## config.mk

```make
export PLATFORM = sky130hd
export DESIGN_NAME = operand_encoder
export DESIGN_NICKNAME = d
export VERILOG_FILES = /design/src/rtl/operand_pkg.sv /design/src/rtl/debounce_counter.sv /design/src/rtl/operand_encoder.sv
export SDC_FILE = /design/constraint.sdc
export NUM_CORES = 1
export LEC_CHECK = 0
export CAP_MARGIN = 20
export CORE_MARGIN = 1
export CORE_UTILIZATION = 52
export CTS_BUF_LIST = sky130_fd_sc_hd__clkbuf_8
export DETAILED_ROUTE_END_ITERATION = 8
export PLACE_DENSITY = 0.77
export SYNTH_ARGS = -nofsm -noshare
export SYNTH_HDL_FRONTEND = slang
export SYNTH_SLANG_ARGS = --single-unit
export TNS_END_PERCENT = 1
```

## constraint.sdc

```tcl
create_clock -name clk -period 1.6 [get_ports clk]
set_input_delay 0.32 -clock clk [delete_from_list [all_inputs] [get_ports clk]]
set_output_delay 0.32 -clock clk [all_outputs]
set_load 0.02 [all_outputs]
```

## src/rtl/operand_pkg.sv

```systemverilog
// Shared types for the operand encoder: FSM state encoding and operand width.
package operand_pkg;

    localparam int OPERAND_W = 2;

    typedef logic [OPERAND_W-1:0] operand_t;

    typedef enum logic [2:0] {
        IDLE,
        PRESS_DB,
        LOAD_A,
        ACCUM,
        WAIT_REL,
        REL_DB
    } enc_state_t;

endpackage

```

## src/rtl/debounce_counter.sv

```systemverilog
// Debounce interval counter with synchronous clear, count enable and terminal flag.
// One instance times both the press and the release window.
module debounce_counter #(
    parameter int DEBOUNCE_CYCLES = 50000,
    parameter int CNT_W           = $clog2(DEBOUNCE_CYCLES + 1)
) (
    input  logic clk,
    input  logic rst_n,
    input  logic clr,
    input  logic en,
    output logic done
);

    logic [CNT_W-1:0] count;

    // NOTE: sequential state uses non-blocking assignments so every flop samples pre-edge values.
    always_ff @(posedge clk or negedge rst_n) begin
        if (!rst_n) begin
            count <= '0;
        end else if (clr) begin
            count <= '0;
        end else if (en) begin
            count <= count + 1'b1;
        end
    end

    assign done = (count == CNT_W'(DEBOUNCE_CYCLES - 1));

endmodule

```

## src/rtl/operand_encoder.sv

```systemverilog
// Operand front-end: debounced enter button loads A, then latches the external adder's sum into B.
// Define OPERAND_ENCODER_SYNC_EN to add 2-flop synchronizers on sw_in, btn_in and clr_in.
module operand_encoder
    import operand_pkg::*;
#(
    parameter int DEBOUNCE_CYCLES = 50000
) (
    input  logic           clk,
    input  logic           rst_n,
    input  logic [1:0]     sw_in,
    input  logic           btn_in,
    input  logic           clr_in,
    input  logic [1:0]     ab_sum_in,
    output logic [1:0]     a_out,
    output logic [1:0]     b_out,
    output logic           load_pulse,
    output logic           busy
);

    localparam int CNT_W = $clog2(DEBOUNCE_CYCLES + 1);

    operand_t   sw_s;
    logic       btn_s;
    logic       clr_s;
    enc_state_t state, state_next;
    logic       cnt_clr, cnt_en, cnt_done;

`ifdef OPERAND_ENCODER_SYNC_EN
    operand_t sw_m;
    logic     btn_m, clr_m;

    always_ff @(posedge clk or negedge rst_n) begin
        if (!rst_n) begin
            sw_m  <= '0;
            btn_m <= 1'b0;
            clr_m <= 1'b0;
            sw_s  <= '0;
            btn_s <= 1'b0;
            clr_s <= 1'b0;
        end else begin
            sw_m  <= sw_in;
            btn_m <= btn_in;
            clr_m <= clr_in;
            sw_s  <= sw_m;
            btn_s <= btn_m;
            clr_s <= clr_m;
        end
    end
`else
    assign sw_s  = sw_in;
    assign btn_s = btn_in;
    assign clr_s = clr_in;
`endif

    debounce_counter #(
        .DEBOUNCE_CYCLES(DEBOUNCE_CYCLES),
        .CNT_W          (CNT_W)
    ) u_debounce (
        .clk  (clk),
        .rst_n(rst_n),
        .clr  (cnt_clr),
        .en   (cnt_en),
        .done (cnt_done)
    );

    always_ff @(posedge clk or negedge rst_n) begin
        if (!rst_n) begin
            state <= IDLE;
        end else begin
            state <= state_next;
        end
    end

    // NOTE: every always_comb output gets a default first so no path can infer a latch.
    always_comb begin
        state_next = state;
        cnt_clr    = 1'b0;
        cnt_en     = 1'b0;
        unique case (state)
            IDLE: begin
                if (btn_s) begin
                    cnt_clr    = 1'b1;
                    state_next = PRESS_DB;
                end
            end
            PRESS_DB: begin
                if (!btn_s) begin
                    state_next = IDLE;
                end else if (cnt_done) begin
                    state_next = LOAD_A;
                end else begin
                    cnt_en = 1'b1;
                end
            end
            LOAD_A:   state_next = ACCUM;
            ACCUM:    state_next = WAIT_REL;
            WAIT_REL: begin
                if (!btn_s) begin
                    cnt_clr    = 1'b1;
                    state_next = REL_DB;
                end
            end
            REL_DB: begin
                if (btn_s) begin
                    state_next = WAIT_REL;
                end else if (cnt_done) begin
                    state_next = IDLE;
                end else begin
                    cnt_en = 1'b1;
                end
            end
            default:  state_next = IDLE;
        endcase
    end

    // The adder returns {MSB, LSB} reversed; B is stored as {B1,B0}. Clear overrides accumulation.
    always_ff @(posedge clk or negedge rst_n) begin
        if (!rst_n) begin
            a_out      <= '0;
            b_out      <= '0;
            load_pulse <= 1'b0;
        end else begin
            load_pulse <= 1'b0;
            if (state == LOAD_A) begin
                a_out <= sw_s;
            end
            if (clr_s) begin
                b_out <= '0;
            end else if (state == ACCUM) begin
                b_out      <= {ab_sum_in[0], ab_sum_in[1]};
                load_pulse <= 1'b1;
            end
        end
    end

    assign busy = (state != IDLE);

endmodule

```

# == Word level (Yosys, flattened, before mapping) ==
# Index checks and enable logic that the tools add are counted.
# word_totals
ff_bits,24
in_bits,8
output_inout_bits,6
word_cells,41
# op_classes
n_addsub,1
eq_ne,10
muxes,20
n_reduce_logical,5
# op_table
operator,n
$mux W16,2
$mux W3,6
$pmux W3 S6,1
$add A16 B1 Y16 const B,1
$eq A16 B16 Y1 const B,1
$mux W1,7
$eq A3 B2 Y1 const B,2
$eq A3 B3 Y1 const B,2
$ne A3 B3 Y1 const B,2
$mux W2,2
$ne A2 B2 Y1 const B,2
$pmux W1 S2,2
$reduce_and A4 Y1,1
$reduce_bool A2 Y1,2
$eq A3 B1 Y1 const B,1
$logic_not A3 Y1,1
$reduce_bool A3 Y1,1

# == Logic depth before layout (Yosys ltp) ==
# depth
depth_word,6
depth_mapped,6
mapped_depth_nobuf,5

# == Hierarchy ==
# A second synthesis with hierarchy kept.
# unflattened
cells_unflattened,124
area_unflattened_um2,1311.3
# modules_own_cells
module,instances,cells_each,area_each_um2,seq_area_each_um2
debounce_counter,1,87,889.6,400.4
operand_encoder,1,37,421.7,200.2

# == Worst setup path after synthesis ==
# No wires, ideal clock.
# synth_timing
path_type,reg2reg
start,register u_debounce.count[0]
end,register u_debounce.count[3]
setup_time_ps,78
arrival_ps,1627
required_ps,1522
slack_ps,-105
stages_incl_launch_ff,7
n_path_buf,1
synth_period_minus_slack_ps,1705
cell_sequence,dfrtp_1 -> ha_1 -> and3_1 -> and4_1 -> clkbuf_1 -> or4_1 -> a21oi_1
# synth_via
elab_chain_cells,5
word_cells_on_any_way,9
cone_classes,add/sub: 1; eq/ne: 1; mux: 6; reduce/logical: 1
# synth_rtl
item,line,rtl
start: declaration,debounce_counter.sv:14,logic [CNT_W-1:0] count;
start signal: assignment,debounce_counter.sv:23,count <= count + 1'b1;
branches (longest 5 deep; another with $add A16 B1 Y16),-,
# Parallel ways; which one is timed is not known. The select of a mux whose other input is x is not followed.
# A chain may end at the register's enable or synchronous reset.

# == Worst setup path in the final report ==
# layout_timing
start,register state[2]
end,register u_debounce.count[13]
# layout_via
elab_chain_cells,3
word_cells_on_any_way,8
cone_classes,eq/ne: 3; mux: 3; reduce/logical: 2
# layout_rtl
item,line,rtl
start: declaration,operand_encoder.sv:25,"enc_state_t state, state_next;"
start signal: assignment,operand_encoder.sv:70,state <= state_next;
"$eq A3 B3 Y1, or another cell as far along",operand_encoder.sv:79,unique case (state)
$pmux W1 S2,operand_encoder.sv:79,
$mux W16 / $reduce_bool A2 Y1 (equally long branches),-,
# Several ways; a longest one is shown, not always the timed one.

==> impl_metrics.ini <==
[outcome]
status = complete, but fails checks
violations = negative setup slack

[setup_path]
cp.required_ns = 1.80
endpoint_kind = flop
crit_arrival_ns = 1.91
worstSetupStartpointType = flop
crit_fanout = 5
crit_type = flop to flop

[floorplanning]
boundaryPins = 14
rows = 17
initial_utilization = 0.562
core_area_sq_um = 2250
die_area_sq_um = 2640
chipWidth_microns = 51.3
die_h_microns = 51.3

[final_layout]
syn_to_final_growth_pct = 39.9
fin_nets = 182
insertedDiodeCount = 0
drive_gt1_frac = 0.327
fillers = 160
final_area_sq_um = 1770

[power]
powerDensity_nw_per_um2 = 638
power.leakage_nw = 0.772
irDropWorstVdd_uv = 713

[drt]
initialDrtViolationCount = 21
antenna_left = 0
detail_route.wirelength_microns = 3060
vias_per_cell = 6.01
drc = 0
wl_per_cell_microns = 15.4
route.vias.total = 1196
drtPass1Iterations = 6

[grt]
grtUsageTotal = 0.273
antenna_found_initial = 0
grt_max_degree = 25
grt_pass1_wl_microns = 5240
grt_pass1_vias = 1204
overflow = 0

[sta]
skew_ns = 0.00397
layout_setup_ws_ns = -0.111
slew_headroom = 0.797
hold_viol_final = 0
finalCriticalPeriod_ns = 1.71
rsz0062_at_grt = true
period_share = 1.07
slew_viol_final = 0
worst_slew_pin_slew_ns = 0.300
final-setup-viol-count = 7
max_freq_mhz = 584

[yosys]
syn_nets = 137
synth_common_cells = dfrtp_1 (24), a21oi_1 (10), o21ai_0 (9), or3_1 (8), nand3_1 (7)
yosys.area.top_type = dfrtp_1
synth_edf_count = 0
synthFlopType = dfrtp_1
synth.cell_area_sq_um = 1270
synth_seq_cells = 24
ys_top_cells_by_area = dfrtp_1 (47%), a21oi_1 (4.0%), or3_1 (4.0%)
avgSynthCellArea_sq_um = 9.89
synth_cell_types = 38
synth-seq-area-share = 0.474
yosys.area.top_type_share = 0.474
synthMostInstantiatedCell = dfrtp_1
synth-async-reset-ratio = 1.00
ys_warn_count = 0
syn_inst = 128

[placement]
io_buffers = 13
place_hpwl_microns = 2190
gp_congestion = 0.848
place_ws_ns = -0.468
place_area_sq_um = 1650

[worst_hold_path]
worstHoldPathType = input pin to async pin

[clock_network]
cts_buffers = 3
cts_tree = yes
clk_latency_ns = 0.26
root_buffer = clkbuf_8
clkTransAtPathRegs_ns = 0.08
clock-sinks = 24
cts_buffer_depth = 2
cts.htree.levels = 1

[flow_run]
drv_cap = 0
placed cells by master (no fill, tap or decap), drive strengths merged, types with 4 or more instances in the layout:
| cell | count |
|---|---|
| a21oi | 10 |
| nor2 | 4 |
| buf | 34 |
| nand4 | 4 |
| nand2 | 4 |
| nand3 | 7 |
| o31ai | 5 |
| or3 | 8 |
| o21a | 4 |
| clkdlybuf4s50 | 11 |
| o21ai | 9 |
| inv | 4 |
| dfrtp | 24 |
registers in the layout, indices dropped and copies added, names as in the netlist:
signal / flops
u_debounce.count: 16
a_out: 2
b_out: 2
state: 3
load_pulse: 1
worst max-delay path, cell delays in order, from the launching register on:
cell and delay (ns):
dfrtp_1 0.42, buf_4 0.17, xor2_4 0.24, nand4_1 0.16
buf_4 0.17, or3_1 0.36, a21oi_2 0.12
power by group:
part	switching [mW]	total, mW	internal [mW]
registers	0.0121	0.632	0.620
logic	0.0726	0.145	0.0721
clock network	0.186	0.354	0.168
kinds of logic after synthesis:
family,Yosys count,synth area share
AO/OA/AOI/OAI,34,0.165
XOR/XNOR,3,0.0267
adder cells (fa/ha/maj),1,0.00988
buffers and inverters,10,0.0326
flip-flops,24,0.474
multiplexers,5,0.0415
AND/OR/NAND/NOR,51,0.250
what timing repair did:
item,in CTS,in global routing
resized for setup,13,12
gates cloned,0,0
hold buffers,0,0
buffers inserted,3,0
setup endpoints to repair,19,16
pin swaps,7,5
per-layer routing:
metal / wire (microns) / vias up / global-route usage / share of wire
li1: - / 571 / - / -
met1: 1360 / 593 / 0.328 / 0.44
met2: 1580 / 26 / 0.496 / 0.52
met3: 77 / 6 / 0.0268 / 0.025
met4: 43 / 0 / 0.108 / 0.014
met5: 0 / - / 0 / 0
through the flow:
step | setup TNS (ns) | cells | util | power, mW | hold WS, ns
detailed placement | -6.62 | 193 | 0.731 | 0.779 | 0.511
global route | -1.31 | 199 | 0.786 | 1.18 | 0.456
finish | -0.535 | 199 | 0.786 | 1.13 | 0.403
CTS | -0.480 | 199 | 0.769 | 1.14 | 0.412
floorplan | -0.0445 | 128 | - | 0.694 | 0.0244
global placement | -5.62 | 193 | 0.731 | 0.772 | 0.494
area by class of cell:
| type | instances | area, sq um | area share |
|---|---|---|---|
| Multi-Input combinational cell | 94 | 703 | 0.397 |
| Clock buffer | 3 | 41.3 | 0.0233 |
| Sequential cell | 24 | 602 | 0.340 |
| Inverter | 4 | 15.0 | 0.00847 |
| Timing Repair Buffer | 46 | 375 | 0.212 |
| Tap cell | 28 | 35.0 | 0.0198 |
final timing paths:
check | start | endpoint | slack, ns | depth (start not counted)
worst max-delay path | state[2] | u_debounce.count[13] | -0.11 | 6
worst min-delay path | rst_n | u_debounce.count[7] | 0.40 | 2
worst max register to register | state[2] | u_debounce.count[13] | -0.11 | 6
worst min register to register | a_out[1] | a_out[1] | 0.53 | 1
max in group asynchronous | rst_n | state[1] | 0.95 | 2
min in group clk | a_out[1] | a_out[1] | 0.53 | 1
(Power assumes the default switching activity.)
